**src/rtl/muldiv_pkg.sv**
```systemverilog
// Shared definitions for the iterative multiply/divide unit.
// Latency: n/a (types, constants and helpers only).
// Backpressure: n/a.
package muldiv_pkg;

    localparam int WIDTH_DEF = 32;
    localparam int CNT_W_DEF = 6;

    typedef enum logic [1:0] {
        OP_MULU = 2'b00,
        OP_MUL  = 2'b01,
        OP_DIVU = 2'b10,
        OP_DIV  = 2'b11
    } op_e;

    typedef enum logic [1:0] {
        IDLE = 2'b00,
        PREP = 2'b01,
        RUN  = 2'b10,
        FIX  = 2'b11
    } state_e;

    function automatic logic op_is_div(input op_e o);
        return (o == OP_DIVU) || (o == OP_DIV);
    endfunction

    function automatic logic op_is_signed(input op_e o);
        return (o == OP_MUL) || (o == OP_DIV);
    endfunction

endpackage

```
**src/rtl/muldiv_sign_fix.sv**
```systemverilog
// Negate-if-needed helper: result = neg ? -val : val (two's complement).
// Latency: combinational.
// Backpressure: none.
// Ports: val (operand), neg (negate request), result (possibly negated value).
module muldiv_sign_fix #(
    parameter int WIDTH = 32
) (
    input  logic [WIDTH-1:0] val,
    input  logic             neg,
    output logic [WIDTH-1:0] result
);

    assign result = neg ? (~val + WIDTH'(1)) : val;

endmodule

```
**src/rtl/muldiv_unit.sv**
```systemverilog
// Iterative multiply/divide unit producing the architectural HI/LO pair.
// Latency: 34 cycles from accepted start to done (PREP + WIDTH RUN + FIX).
// Backpressure: one op at a time; start ignored while busy, flush aborts.
// Ports: clk/rst_n; start/op/input1/input2 launch an op; flush aborts;
//        hi_we/lo_we/wdata write HI/LO directly in IDLE;
//        busy/done/div_by_zero status; hi/low architectural registers.
module muldiv_unit
    import muldiv_pkg::*;
#(
    parameter int WIDTH = WIDTH_DEF,
    parameter int CNT_W = CNT_W_DEF
) (
    input  logic             clk,
    input  logic             rst_n,
    input  logic             start,
    input  logic [1:0]       op,
    input  logic [WIDTH-1:0] input1,
    input  logic [WIDTH-1:0] input2,
    input  logic             flush,
    input  logic             hi_we,
    input  logic             lo_we,
    input  logic [WIDTH-1:0] wdata,
    output logic             busy,
    output logic             done,
    output logic             div_by_zero,
    output logic [WIDTH-1:0] hi,
    output logic [WIDTH-1:0] low
);

    state_e             state;
    state_e             state_nxt;
    op_e                op_r;
    logic [WIDTH-1:0]   a_r;        // multiplicand / dividend (magnitude after PREP)
    logic [WIDTH-1:0]   b_r;        // multiplier / divisor (magnitude after PREP)
    logic [2*WIDTH-1:0] acc;        // product, or {remainder, quotient}
    logic [CNT_W-1:0]   cnt;
    logic               sign_a;
    logic               sign_b;
    logic               accept;
    logic               finish;

    // ---------------- control FSM ----------------
    always_ff @(posedge clk or negedge rst_n) begin
        if (!rst_n) begin
            state <= IDLE;
        end else begin
            state <= state_nxt;
        end
    end

    always_comb begin
        state_nxt = state;
        accept    = 1'b0;
        finish    = 1'b0;
        case (state)
            IDLE: begin
                // flush outranks start while idle
                if (start && !flush) begin
                    state_nxt = PREP;
                    accept    = 1'b1;
                end
            end
            PREP: state_nxt = flush ? IDLE : RUN;
            RUN: begin
                if (flush) begin
                    state_nxt = IDLE;
                end else if (cnt == CNT_W'(WIDTH - 1)) begin
                    state_nxt = FIX;
                end
            end
            FIX: begin
                state_nxt = IDLE;
                finish    = !flush;
            end
            default: state_nxt = IDLE;
        endcase
    end

    assign busy = (state != IDLE);

    // ---------------- sign handling ----------------
    // The two WIDTH-wide helpers convert operands to magnitudes in PREP and
    // restore remainder/quotient signs in FIX; the wide one fixes the product.
    logic [WIDTH-1:0]   fx_a_in, fx_b_in, fx_a_out, fx_b_out;
    logic               fx_a_neg, fx_b_neg;
    logic [2*WIDTH-1:0] prod_out;

    always_comb begin
        fx_a_in  = a_r;
        fx_a_neg = op_is_signed(op_r) & a_r[WIDTH-1];
        fx_b_in  = b_r;
        fx_b_neg = op_is_signed(op_r) & b_r[WIDTH-1];
        if (state == FIX) begin
            fx_a_in  = acc[2*WIDTH-1:WIDTH];   // remainder takes dividend sign
            fx_a_neg = sign_a;
            fx_b_in  = acc[WIDTH-1:0];         // quotient negative if signs differ
            fx_b_neg = sign_a ^ sign_b;
        end
    end

    muldiv_sign_fix #(.WIDTH(WIDTH)) u_fix_a (
        .val    (fx_a_in),
        .neg    (fx_a_neg),
        .result (fx_a_out)
    );

    muldiv_sign_fix #(.WIDTH(WIDTH)) u_fix_b (
        .val    (fx_b_in),
        .neg    (fx_b_neg),
        .result (fx_b_out)
    );

    muldiv_sign_fix #(.WIDTH(2*WIDTH)) u_fix_prod (
        .val    (acc),
        .neg    (sign_a ^ sign_b),
        .result (prod_out)
    );

    // ---------------- iteration step ----------------
    logic [WIDTH:0] mul_sum;
    logic [WIDTH:0] div_shift;
    logic [WIDTH:0] div_diff;
    logic           div_ge;

    always_comb begin
        // shift-add: add multiplicand to the upper half when the multiplier LSB is set
        mul_sum   = {1'b0, acc[2*WIDTH-1:WIDTH]} + (b_r[0] ? {1'b0, a_r} : '0);
        // restoring divide: bring in next dividend bit, subtract if it fits
        div_shift = {acc[2*WIDTH-1:WIDTH], a_r[WIDTH-1]};
        div_diff  = div_shift - {1'b0, b_r};
        div_ge    = (div_shift >= {1'b0, b_r});
    end

    // ---------------- datapath ----------------
    always_ff @(posedge clk or negedge rst_n) begin
        if (!rst_n) begin
            op_r        <= OP_MULU;
            a_r         <= '0;
            b_r         <= '0;
            acc         <= '0;
            cnt         <= '0;
            sign_a      <= 1'b0;
            sign_b      <= 1'b0;
            done        <= 1'b0;
            div_by_zero <= 1'b0;
            hi          <= '0;
            low         <= '0;
        end else begin
            done <= finish;

            if (state == IDLE) begin
                if (hi_we) hi  <= wdata;
                if (lo_we) low <= wdata;
            end

            if (accept) begin
                op_r        <= op_e'(op);
                a_r         <= input1;
                b_r         <= input2;
                div_by_zero <= 1'b0;
            end

            case (state)
                PREP: begin
                    a_r    <= fx_a_out;
                    b_r    <= fx_b_out;
                    sign_a <= fx_a_neg;
                    sign_b <= fx_b_neg;
                    acc    <= '0;
                    cnt    <= '0;
                end
                RUN: begin
                    cnt <= cnt + 1'b1;
                    if (op_is_div(op_r)) begin
                        acc <= {(div_ge ? div_diff[WIDTH-1:0] : div_shift[WIDTH-1:0]),
                                acc[WIDTH-2:0], div_ge};
                        a_r <= a_r << 1;
                    end else begin
                        acc <= {mul_sum, acc[WIDTH-1:1]};
                        b_r <= b_r >> 1;
                    end
                end
                FIX: begin
                    if (finish) begin
                        if (op_is_div(op_r)) begin
                            // a zero divisor leaves |dividend| as remainder, so hi
                            // comes back as the original dividend; only low needs forcing
                            hi          <= fx_a_out;
                            low         <= (b_r == '0) ? '1 : fx_b_out;
                            div_by_zero <= (b_r == '0);
                        end else begin
                            hi  <= prod_out[2*WIDTH-1:WIDTH];
                            low <= prod_out[WIDTH-1:0];
                        end
                    end
                end
                default: ;
            endcase
        end
    end

endmodule

```
**config.mk**
```make
export PLATFORM = sky130hd
export DESIGN_NAME = muldiv_unit
export DESIGN_NICKNAME = d
export VERILOG_FILES = /design/src/rtl/muldiv_pkg.sv /design/src/rtl/muldiv_sign_fix.sv /design/src/rtl/muldiv_unit.sv
export SDC_FILE = /design/constraint.sdc
export NUM_CORES = 1
export LEC_CHECK = 0
export ABC_AREA = 0
export CAP_MARGIN = 0
export CORE_MARGIN = 4
export CORE_UTILIZATION = 50
export CTS_CLUSTER_DIAMETER = 50
export DETAILED_ROUTE_END_ITERATION = 10
export PLACE_DENSITY = 0.71
export SLEW_MARGIN = 20
export SYNTH_ARGS = -nofsm -noshare
export SYNTH_HDL_FRONTEND = slang
export SYNTH_HIERARCHICAL = 1
export SYNTH_SLANG_ARGS = --single-unit
```
**constraint.sdc**
```tcl
create_clock -name clk -period 4.85 [get_ports clk]
set_clock_uncertainty 0.1 [all_clocks]
set_input_delay 0.97 -clock clk [delete_from_list [all_inputs] [get_ports clk]]
set_output_delay 0.97 -clock clk [all_outputs]
set_load 0.01 [all_outputs]
```
==> results.ini, run 1 <==
[layout]
nets = 2428
final_cell_mix = dfrtp_1, o21ai_0, nand2_1
final_util_pct = 59.5
fin_area_um2 = 21400
area_delta_synth_final_pct = 16.4
finalNonFillerCells = 2732
drive_gt1_share_pct = 8.76
final_common_cell = dfrtp_1
num_antenna_cells = 0

[timing]
fin_tns_setup_ns = 0
tightest_slew_ns = 1.00
relSlewSlack_pct = 32.9
finalHoldViolations = 0
finalSetupViolCount = 0
final-max-slew-violation-count = 0
clock.fmax_mhz = 232
rsz0062_at_grt = false
period_minus_slack_ns = 4.31
fin_crit_sh_pct = 88.8

[global_route]
grt-ovfl-total = 0
grt_pass1_vias = 16995
grt_pass1_wl_um = 104000
grt_max_degree = 89
antenna_found_initial = 0
grtUsageTotal_pct = 33.4

[clock_tree]
cts_tree = yes
post-cts-setup-buffer-count = 0
cts_resized = 0
clockBufferDepth = 3
h-tree-depth = 1
clk_pin_slew_ns = 0.06
cts_buffers = 29
postCtsHoldBufs = 0
cts_root_buffer = clkbuf_16
insertion_delay_ns = 0.58
clock-sinks = 206

[floorplanning]
rows = 69
core_area_um2 = 35900
io_pins = 171
initial_utilization_pct = 51.1
die_area_um2 = 39800
die_x_um = 200
fp.dieH_um = 200

[outcome]
status = finished clean

[synth]
syn_area_per_cell_um2 = 8.49
yosys_register_bits = 206
yosysSeqAreaShare_pct = 28.1
synthFlopType = dfrtp_1
syn-num-nets = 2340
synth_cell_type_count = 91
netlist_area_um2 = 18400
synth-edff-count = 0
ys_warn_count = 6
synth_cells = 2161
async_flop_share_pct = 100

[flow_run]
max_cap_violations = 0

[hold_path]
hold_class = primary input to async pin

[worst_setup_path]
worstReg2RegStart = state[0]
path_buf_inv = 0
worstRegToRegCells = 9
worstPathArrival_ns = 4.64
regToRegEndpoint = low[23]
critPathKind = register to register
path_cells = ha_4 -> o21ai_0 -> nor4_4 -> nand3_1 -> o31ai_1 -> xnor2_1 -> or3_1 -> o211ai_1 -> o21ai_0
rrSetupSlack_ns = 0.54
crit_family = simple AND/OR/NAND/NOR gates
cp-startpoint = state[0]
worstSetupStartpointType = register
worstSetupPathDepth = 9
crit_top_cell = o21ai_0
worst_setup_path_end_kind = register
cp.required_ns = 5.19
crit_slowest_cell = ha_4
critPathMaxStageDelay_ns = 0.80
crit_fanout = 76

[pwr]
leakagePower_nw = 9.19
p_per_area_nw_per_um2 = 591
ir_drop_mv = 0.625

[place]
dpl_cell_area_um2 = 20400
port_buffers = 170
dpl.cell_count = 2679
gp_congestion = 0.981
dpl.hpwl_um = 51500

[detailed_routing]
met3WireLength_um = 7270
viasPerCell = 6.61
num_vias = 18053
first_pass_iters = 6
wl_met2_um = 28600
ant_nets = 0
m1WireLength_um = 29900
first_iter_violations = 2206
wirelength_um = 68600
maxUsedRoutingLayer = met4
wl_per_cell_um = 25.1
drc = 0

## Yosys cell counts (all sizes together), types with 36 or more instances
library cell	instances	area share (%)
nand2	190	3.9
o21ai	220	6.0
xnor2	149	7.1
mux2i	149	8.1
dfrtp	206	28
a22oi	64	2.6
o31ai	48	2.1
mux2	37	2.3
a21oi	79	2.2
a31oi	43	1.5
ha	73	5.0
o211ai	36	1.5
a211oi	38	1.6
clkbuf	104	2.1
or3	51	1.8
inv	123	2.5
and2	71	2.4
buf	37	0.93
o22ai	56	1.9
nor2	55	1.1
## cells by family after synthesis
| group | after synthesis | synth area share [%] |
|---|---|---|
| compound gates | 706 | 25.6 |
| fa+ha+maj | 75 | 5.19 |
| mux | 186 | 10.4 |
| flops | 206 | 28.1 |
| simple gates | 548 | 16.8 |
| buf+inv | 265 | 5.59 |
| xor+xnor | 175 | 8.35 |
## final cells by class
type / count / area, um2
inverter: 124 / 465
tap: 461 / 577
sequential: 206 / 5160
clock buffer: 36 / 792
multi-input combinational: 1690 / 12300
timing repair buffer: 198 / 1930
clock inverter: 17 / 195
fill: 3233 / 14500
## metal layers
metal / track usage (%) / vias up
met5: 0 / -
met4: 11.9 / 0
met3: 6.95 / 127
met2: 48.2 / 964
met1: 49.5 / 8799
li1: - / 8163
## sequential cells by signal, indices dropped and copies added, names as in the netlist
name	cells
done	1
sign_b	1
op_r	2
b_r	32
state	2
low	32
hi	32
acc	64
cnt	6
sign_a	1
div_by_zero	1
a_r	32
## stage by stage
| stage | setup slack (ns) | power [mW] | hold WS (ns) |
|---|---|---|---|
| 5_1_grt | 0.261 | 13.3 | 0.401 |
| 3_3_place_gp | 0.786 | 10.2 | 0.407 |
| 3_5_place_dp | 0.713 | 10.2 | 0.403 |
| 6_report | 0.541 | 12.6 | 0.340 |
| 4_1_cts | 0.690 | 12.5 | 0.348 |
| 2_1_floorplan | 1.38 | 7.69 | 0.378 |
## worst register-to-register path, cell delays in order, from the launching register on
cell	delay, ns
dfrtp_1	0.44
ha_4	0.81
o21ai_0	0.49
nor4_4	0.64
nand3_1	0.35
o31ai_1	0.36
xnor2_1	0.22
or3_1	0.43
o211ai_1	0.19
o21ai_0	0.14
## worst max path at each step
stage	end	slack, ns
after CTS	low[13]	0.69
final	low[23]	0.54
after floorplan	low[26]	1.38
after global placement	low[23]	0.79
after global routing	low[23]	0.26
after detailed placement	low[13]	0.71
## power breakdown
group | leakage, nW | internal (mW) | switching (mW)
Sequential | 2.70 | 2.21 | 0.658
Clock | 0.477 | 1.32 | 0.885
Combinational | 6.01 | 2.99 | 4.57
(Power assumes the default switching activity.)
==> run 2: changes to the inputs <==
==> constraint.sdc (replaced) <==
create_clock -name clk -period 4.7 [get_ports clk]
set_clock_uncertainty 0.1 [all_clocks]
set_input_delay 0.94 -clock clk [delete_from_list [all_inputs] [get_ports clk]]
set_output_delay 0.94 -clock clk [all_outputs]
set_load 0.01 [all_outputs]
==> run 2 against run 1 <==
  * Die area unchanged
  * Final cell count increased by 0.18%
  * Worst hold slack improved by 0.039 ns
  * Non-clock buffer count increased by 6
  * Clock power increased by 13%
  * Power increased by 5.7%
  * Clock-buffer cell count decreased by 2
  * First-iteration DRC count increased by 16%
  * Largest cell class unchanged
  * Fmax increased by 2.7%
  * Combinational power increased by 4.9%
  * Worst setup slack got worse by 0.038 ns
  * Flip-flop and latch count unchanged
==> results.ini, run 2 (synthesized netlist as in run 1, its figures left out) <==
[place]
pre_cts_ws_ns = 0.628  ; was 0.713 ns
port_buffers = 170  ; unchanged
dpl_cell_area_um2 = 20400  ; about the same
dpl.hpwl_um = 51600  ; was 51500 um
gp_congestion = 0.983  ; was 0.981

[global_route]
grtUsageTotal_pct = 33.4  ; about the same
grt-ovfl-total = 0  ; unchanged
grt_pass1_vias = 17173  ; was 16995
grt_max_degree = 95  ; was 89
antenna_found_initial = 0  ; unchanged
grt_pass1_wl_um = 105000  ; was 104000 um

[layout]
top_register = acc  ; unchanged
nets = 2434  ; was 2428
largest_reg_flops = 64  ; unchanged
drive_gt1_share_pct = 9.01  ; was 8.76%
area_delta_synth_final_pct = 17.3  ; was 16.4%
final_cell_mix = dfrtp_1, o21ai_0, nand2_1  ; unchanged
fin_area_um2 = 21500  ; was 21400 um2
num_antenna_cells = 0  ; unchanged
final_common_cell = dfrtp_1  ; unchanged
n_fill_cell = 3194  ; was 3233
final_util_pct = 59.9  ; was 59.5%

[worst_setup_path]
crit_fanout = 67  ; was 76
crit_slowest_cell = ha_4  ; unchanged
worstPathArrival_ns = 4.51  ; was 4.64 ns
worst_setup_path_end_kind = register  ; unchanged
crit_family = simple AND/OR/NAND/NOR gates  ; unchanged
critPathKind = register to register  ; unchanged
path_cells = ha_4 -> buf_4 -> mux2_2 -> inv_1 -> ha_1 -> nor2b_1 -> nand4_1 -> o21ai_0 -> xnor2_1 -> or3_1 -> o211ai_1 -> o21ai_0  ; was ha_4 -> o21ai_0 -> nor4_4 -> nand3_1 -> o31ai_1 -> xnor2_1 -> or3_1 -> o211ai_1 -> o21ai_0
rrSetupSlack_ns = 0.50  ; was 0.54 ns
path_buf_inv = 2  ; was 0
cp.required_ns = 5.01  ; was 5.19 ns
crit_top_cell = o21ai_0  ; unchanged
critPathMaxStageDelay_ns = 0.73  ; was 0.80 ns
worstSetupStartpointType = register  ; unchanged

[detailed_routing]
m1WireLength_um = 30700  ; was 29900 um
wl_per_cell_um = 25.2  ; was 25.1 um
first_iter_violations = 2563  ; was 2206
first_pass_iters = 7  ; was 6
viasPerCell = 6.62  ; was 6.61
maxUsedRoutingLayer = met4  ; unchanged
ant_nets = 0  ; unchanged
wl_met2_um = 27900  ; was 28600 um
met3WireLength_um = 7570  ; was 7270 um
drc = 0  ; unchanged
wirelength_um = 68900  ; was 68600 um
num_vias = 18122  ; was 18053

[timing]
post-route-worst-setup-slack_ns = 0.504  ; was 0.541 ns
final-max-slew-violation-count = 0  ; unchanged
relSlewSlack_pct = 22.9  ; was 32.9%
fin_crit_sh_pct = 89.3  ; was 88.8%
whs_ns = 0.379  ; was 0.340 ns
finalSetupViolCount = 0  ; unchanged
period_minus_slack_ns = 4.20  ; was 4.31 ns
rsz0062_at_grt = false  ; unchanged
fin_tns_setup_ns = 0  ; unchanged
clock.fmax_mhz = 238  ; was 232 MHz
tightest_slew_ns = 1.16  ; was 1.00 ns
finalHoldViolations = 0  ; unchanged

[outcome]
status = finished clean  ; unchanged

[pwr]
p_sw_share_pct = 47.6  ; was 48.3%
p_seq_share_pct = 22.0  ; was 22.7%
ir_drop_mv = 0.427  ; was 0.625 mV
pwr-share-clk_pct = 18.7  ; was 17.5%
p_per_area_nw_per_um2 = 621  ; was 591 nW/um2
p_int_mw = 7.01  ; was 6.53 mW
p_sw_mw = 6.36  ; was 6.11 mW
leakagePower_nw = 9.28  ; was 9.19 nW
pwr-share-comb_pct = 59.3  ; was 59.8%

[clock_tree]
h-tree-depth = 1  ; unchanged
cts_resized = 0  ; unchanged
insertion_delay_ns = 0.56  ; was 0.58 ns
cts_root_buffer = clkbuf_16  ; unchanged
postCtsHoldBufs = 0  ; unchanged
clock-sinks = 206  ; unchanged
cts_buffers = 29  ; unchanged
cts_tree = yes  ; unchanged
clk_pin_slew_ns = 0.06  ; about the same
clockBufferDepth = 3  ; unchanged
post-cts-setup-buffer-count = 0  ; unchanged

[hold_path]
hold_class = primary input to async pin  ; unchanged

[floorplanning]
fp.dieH_um = 200  ; unchanged
core_area_um2 = 35900  ; unchanged
rows = 69  ; unchanged
die_area_um2 = 39800  ; unchanged
initial_utilization_pct = 51.1  ; unchanged
io_pins = 171  ; unchanged
die_x_um = 200  ; unchanged

[flow_run]
max_cap_violations = 0  ; unchanged

==> run 2: changes by cell type in the layout (fill, tap and decap cells not counted) <==
cell	change
buf_4	+5
clkinvlp_4	-2
clkbuf_8	-1
inv_6	-2
nor2_2	+1
bufinv_16	+5
nor2_4	-1
clkbuf_1	-1
buf_12	+1
==> run 2: routing by layer <==
layer	up-vias	GRT usage [%]
met2	1105	46.9
li1	8162	-
met1	8726	51.4
met3	129	6.27
met4	0	11.2
met5	-	0
==> run 2: cell type report <==
cell class,instances,area [um2],share of cell area [%]
Clock inverter,18,313,1.45
Multi-Input combinational cell,1690,12300,56.9
Clock buffer,34,774,3.60
Inverter,124,465,2.16
Tap cell,461,577,2.68
Sequential cell,206,5160,24.0
Timing Repair Buffer,204,1990,9.23
==> run 2: power groups by stage <==
stage | logic, mW | registers (mW) | clock network, mW
after detailed placement | 7.70 | 2.92 | 0
after global placement | 7.62 | 2.92 | 0
final | 7.93 | 2.94 | 2.50
after CTS | 7.74 | 2.90 | 2.51
after global routing | 8.48 | 2.97 | 2.58
after floorplan | 5.16 | 2.77 | 0
==> run 2: worst register-to-register path, cell delays in order (launching register included) <==
cell and delay, ns:
dfrtp_1 0.44, ha_4 0.73, buf_4 0.34, mux2_2 0.40, inv_1 0.07, ha_1 0.17
nor2b_1 0.41, nand4_1 0.27, o21ai_0 0.29, xnor2_1 0.22, or3_1 0.41, o211ai_1 0.09
o21ai_0 0.12
==> run 2: final timing paths <==
path,start,endpoint,depth (start not counted)
min in group clk,div_by_zero,div_by_zero,2
max in group asynchronous,rst_n,low[16],2
max reg2reg,state[0],low[20],12
max,state[0],low[20],12
min reg2reg,div_by_zero,div_by_zero,2
min,rst_n,b_r[8],1
==> run 2: metrics by stage <==
stage	std cells	power [mW]
global placement	2685	10.5
finish	2737	13.4
floorplan	2161	7.93
CTS	2737	13.1
global route	2737	14.0
detailed placement	2685	10.6
